`src/rtl/regfile_pkg.sv`:
```
// regfile_pkg: shared index/word types and constants for the multiport register file.
package regfile_pkg;
   localparam int DATA_W_DEF = 32;
   localparam int ADDR_W_DEF = 5;
   localparam int ZERO_IDX = 0;
   localparam int MAX_RD_PORTS = 4;
   typedef logic [ADDR_W_DEF-1:0] reg_idx_t;
   typedef logic [DATA_W_DEF-1:0] reg_word_t;
endpackage

```
`src/rtl/regfile_scoreboard.sv`:
```
// regfile_scoreboard: per-register busy bits with issue/writeback priority and a registered busy count.
module regfile_scoreboard
   import regfile_pkg::*;
#(
   parameter int ADDR_W = 5,
   parameter int ZERO_REG = 1
) (
   input  logic                   clk,
   input  logic                   rst_n,
   input  logic                   issue_en,
   input  logic [ADDR_W-1:0]      issue_addr,
   input  logic                   wr_en,
   input  logic [ADDR_W-1:0]      wr_addr,
   output logic [2**ADDR_W-1:0]   busy,
   output logic [ADDR_W:0]        busy_cnt
);
   localparam int DEPTH = 2**ADDR_W;
   logic [DEPTH-1:0] busy_nxt;
   logic [ADDR_W:0]  cnt_nxt;
   // issue is applied after the writeback clear so a new reservation wins a collision
   always_comb begin
      busy_nxt = busy;
      if (wr_en) busy_nxt[wr_addr] = 1'b0;
      if (issue_en) busy_nxt[issue_addr] = 1'b1;
      if (ZERO_REG != 0) busy_nxt[ZERO_IDX] = 1'b0;
      cnt_nxt = '0;
      for (int i = 0; i < DEPTH; i++) cnt_nxt = cnt_nxt + (ADDR_W+1)'(busy_nxt[i]);
   end
   always_ff @(posedge clk or negedge rst_n) begin
      if (!rst_n) begin
         busy <= '0;
         busy_cnt <= '0;
      end else begin
         busy <= busy_nxt;
         busy_cnt <= cnt_nxt;
      end
   end
endmodule

```
`src/rtl/regfile_multiport.sv`:
```
// regfile_multiport: clocked register file with NUM_RD async read ports, one write port and busy scoreboard.
// Define REGFILE_BYPASS_EN to forward the write port onto matching read ports in the same cycle.
module regfile_multiport
   import regfile_pkg::*;
#(
   parameter int DATA_W = 32,
   parameter int ADDR_W = 5,
   parameter int NUM_RD = 2,
   parameter int ZERO_REG = 1
) (
   input  logic                           clk,
   input  logic                           rst_n,
   input  logic [NUM_RD-1:0][ADDR_W-1:0]  rd_addr,
   output logic [NUM_RD-1:0][DATA_W-1:0]  rd_data,
   output logic [NUM_RD-1:0]              rd_busy,
   input  logic                           wr_en,
   input  logic [ADDR_W-1:0]              wr_addr,
   input  logic [DATA_W-1:0]              wr_data,
   input  logic                           issue_en,
   input  logic [ADDR_W-1:0]              issue_addr,
   output logic [ADDR_W:0]                busy_cnt
);
   localparam int DEPTH = 2**ADDR_W;
   logic [DATA_W-1:0] mem [DEPTH];
   logic [DEPTH-1:0]  busy;
   logic              wr_ok;
   assign wr_ok = wr_en && !(ZERO_REG != 0 && wr_addr == ADDR_W'(ZERO_IDX));
   always_ff @(posedge clk or negedge rst_n) begin
      if (!rst_n) begin
         for (int i = 0; i < DEPTH; i++) mem[i] <= '0;
      end else if (wr_ok) begin
         mem[wr_addr] <= wr_data;
      end
   end
   regfile_scoreboard #(.ADDR_W(ADDR_W), .ZERO_REG(ZERO_REG)) u_sb (
      .clk(clk), .rst_n(rst_n), .issue_en(issue_en), .issue_addr(issue_addr),
      .wr_en(wr_en), .wr_addr(wr_addr), .busy(busy), .busy_cnt(busy_cnt)
   );
   for (genvar g = 0; g < NUM_RD; g++) begin : g_rd
      logic zr;
      assign zr = ZERO_REG != 0 && rd_addr[g] == ADDR_W'(ZERO_IDX);
`ifdef REGFILE_BYPASS_EN
      logic fwd;
      // forwarding is held off during reset so reads stay 0 while rst_n is low
      assign fwd = rst_n && wr_en && rd_addr[g] == wr_addr && !zr;
      assign rd_data[g] = zr ? '0 : fwd ? wr_data : mem[rd_addr[g]];
      assign rd_busy[g] = zr || (fwd && !(issue_en && issue_addr == wr_addr)) ? 1'b0 : busy[rd_addr[g]];
`else
      assign rd_data[g] = zr ? '0 : mem[rd_addr[g]];
      assign rd_busy[g] = zr ? 1'b0 : busy[rd_addr[g]];
`endif
   end
endmodule

```
`config.mk`:
```
export PLATFORM = sky130hd
export DESIGN_NAME = regfile_multiport
export DESIGN_NICKNAME = d
export VERILOG_FILES = /design/src/rtl/regfile_pkg.sv /design/src/rtl/regfile_scoreboard.sv /design/src/rtl/regfile_multiport.sv
export SDC_FILE = /design/constraint.sdc
export NUM_CORES = 2
export LEC_CHECK = 0
export CORE_ASPECT_RATIO = 1.4
export CORE_MARGIN = 1
export CORE_UTILIZATION = 35
export DETAILED_ROUTE_END_ITERATION = 7
export GPL_TIMING_DRIVEN = 0
export PLACE_DENSITY = 0.58
export SLEW_MARGIN = 25
export SYNTH_ARGS = -nofsm -noshare
export SYNTH_HDL_FRONTEND = slang
export SYNTH_SLANG_ARGS = --single-unit
```
`constraint.sdc`:
```
create_clock -name clk -period 9.2 [get_ports clk]
set_input_delay 2.3 -clock clk [delete_from_list [all_inputs] [get_ports clk]]
set_output_delay 2.3 -clock clk [all_outputs]
set_load 0.05 [all_outputs]
```
==> flow_summary.ini <==
[floorplan]
core_area_sq_um = 161000
initial_core_util_pct = 35.3
dieHeight_um = 479
die_x_um = 343
ios = 128
die-area_sq_um = 164000
fp-row-count = 174

[logic_synthesis]
synthMuxAreaShare_pct = 42.3
post-synth-top-area-cell = dfrtp_1
yosys_warnings = 0
synth-seq-cells = 1061
yosysUniqueCellTypes = 54
synth_top_area_share_pct = 46.7
synthXorXnorAreaFrac_pct = 0.0462
synth-simple-area-share_pct = 2.44
ys_top_cells_by_area = dfrtp_1 47%, mux2_2 20%, mux4_2 19%, mux2_1 2.0%, mux2i_1 1.7%
synth.avg_cell_area_sq_um = 15.0
synthCells = 3779
synth_fa_ha_area_share_pct = 1.01
synth_top_family_by_area = multiplexers
syn-cell-area_sq_um = 56800
synth_edf_count = 0
ys.flop_type = dfrtp_1
seq_area_frac_synth_pct = 46.7
synth-compound-area-share_pct = 3.94
syn_nets = 3867
async_flop_share_pct = 100

[sta]
rsz0062_at_grt = false
relSlewSlack_pct = 19.9
final-setup-viol-count = 1
hold_viol_final = 0
finalCriticalPeriod_ns = 9.22
fin_worst_skew_ns = 0.00905
timing.final.ws_setup_ns = -0.0197
slew_viol_final = 0
fmax_mhz = 108
finalCritPeriodShare_pct = 100
worst_pin_slew_ns = 1.20
hold_slack_ns = 0.477

[finish]
num-fill-cells = 14844
design_area_sq_um = 65000
syn_to_final_growth_pct = 14.5
final_cell_mix = 1,061 x dfrtp_1, 986 x mux2_2, 479 x mux4_2
nNetsFinal = 4112
layout-drive-gt1-share_pct = 45.7
post-route-util_pct = 40.4
layout_commonest_cell = dfrtp_1

[clocking]
htree_levels = 3
cts_made_buffers = 107
cts_sinks = 1061
cts_max_path_buffers = 3
clkLatencyLatePin_ns = 0.77
cts.clk_slew.worst_paths_ns = 0.06
cts_tree = yes
cts_root_buffer = clkbuf_16

[critical_path]
crit_type = input pin to output pin
crit_required_ns = 6.90
slowest_delay_ns = 0.94
critPathArrivalTime_ns = 6.92
path_max_fanout = 10
reg2reg_slack_ns = 3.84
cp_num_buf_inv = 6
crit_chain = clkdlybuf4s50_1 -> buf_2 -> buf_2 -> nor2b_1 -> clkbuf_2 -> buf_16 -> a211oi_1 -> nor3_1 -> clkdlybuf4s50_1
startpoint_type = input pin
cpLargestDelayFamily = buffers and inverters
slowest_stage = clkdlybuf4s50_1
cp-end-kind = output pin

[global_routing]
grt.overflow.total = 0
antenna_found_initial = 21
grt_pass1_wl_mm = 320
grt_pass1_vias = 39677
grt_usage_pct = 28.1
grt_max_degree = 137

[place]
gp_congestion = 0.994
preCtsSetupSlack_ns = -0.343
io_buffers = 117
hpwlAfterDp_mm = 169
dpl_cell_area_sq_um = 61200

[detailed_routing]
first_iter_violations = 4452
vias = 38860
drc = 27
drtPass1Iterations = 8
ant_nets = 0
wl_mm = 230
wl_per_cell_um = 36.9
via_per_inst = 6.23

[pwr]
cellPowerDensity_nw_per_um2 = 247
ir_worst_vdd_mv = 0.266
leakage_nw = 27.8
finalPower_mw = 16.1

[status]
status = finished with violations
violations = DRC, setup timing

[worst_hold_path]
min_path_type = register to register

[run]
maxCapViolations = 0
[worst paths after layout]
kind,startpoint,endpoint,depth (start not counted)
worst max-delay path,rd_addr[2],rd_data[30],9
min in group asynchronous,rst_n,mem[248],1
max in group asynchronous,rst_n,mem[483],5
worst min-delay path,mem[1017],mem[1017],1
worst min register to register,mem[1017],mem[1017],1
worst max register to register,u_sb.busy[1],u_sb.busy_cnt[4],17
[cell usage after synthesis, types with 6 or more instances]
master    count
a211oi_1     33
a21oi_1      10
a221oi_1     33
a22o_1       48
a22oi_1      49
and3_1       35
buf_1        39
buf_2        94
buf_4        23
buf_6         8
clkbuf_1    259
dfrtp_1    1061
fa_1         23
ha_1          9
inv_1        39
mux2_1      103
mux2_2      986
mux2i_1      99
mux4_2      479
nand2_1      76
nand2b_1      6
nand3b_1      8
nor2_1       26
nor2b_1      14
nor3_1       59
nor3b_1      11
o211ai_1      8
o221ai_1     28
o22ai_1      59
[timing repair]
| item | CTS | global route |
|---|---|---|
| hold buffers | 0 | 0 |
| setup endpoints to repair | 7 | 5 |
| setup buffers | 0 | 1 |
| gates resized for setup | 3 | 4 |
[per-layer routing]
| metal | up-vias | wire (um) | GRT usage (%) |
|---|---|---|---|
| met5 | - | 82 | 0 |
| met4 | 14 | 17400 | 18.7 |
| met3 | 695 | 19800 | 6.99 |
| met2 | 2115 | 107000 | 43.8 |
| met1 | 20941 | 86100 | 34.4 |
| li1 | 15095 | - | - |
[stage by stage]
| stage | TNS [ns] | cells |
|---|---|---|
| final | -0.0197 | 6237 |
| after global routing | 0 | 6226 |
| after CTS | 0 | 6224 |
| after detailed placement | -1.27 | 6026 |
| after global placement | - | 6008 |
| after floorplan | 0 | 3779 |
[flip-flops by register name, indices dropped and copies added (netlist names)]
signal / cells
mem: 1024
u_sb.busy: 31
u_sb.busy_cnt: 6
[cell type report]
class | count | area, sq um | share of cell area, %
clock buffers | 140 | 3030 | 4.66
flip-flops and latches | 1061 | 26600 | 40.8
clock inverters | 58 | 739 | 1.14
inverters | 39 | 146 | 0.225
diodes | 12 | 30.0 | 0.0462
plain buffers | 423 | 1930 | 2.96
repair buffers | 136 | 1620 | 2.50
multi-input cells | 2256 | 28300 | 43.6
well taps | 2112 | 2640 | 4.06
[report_power, final]
group          switching [mW]  internal (mW)
logic                    2.52           2.48
registers               0.699           5.61
clock network            2.08           2.70
[cell families after synthesis]
kind of cell    after synthesis
compound gates              290
xor+xnor                      3
fa+ha+maj                    32
buf+inv                     462
flops                      1061
mux                        1667
simple gates                264
Note: power is estimated with default switching activity, not from simulation.
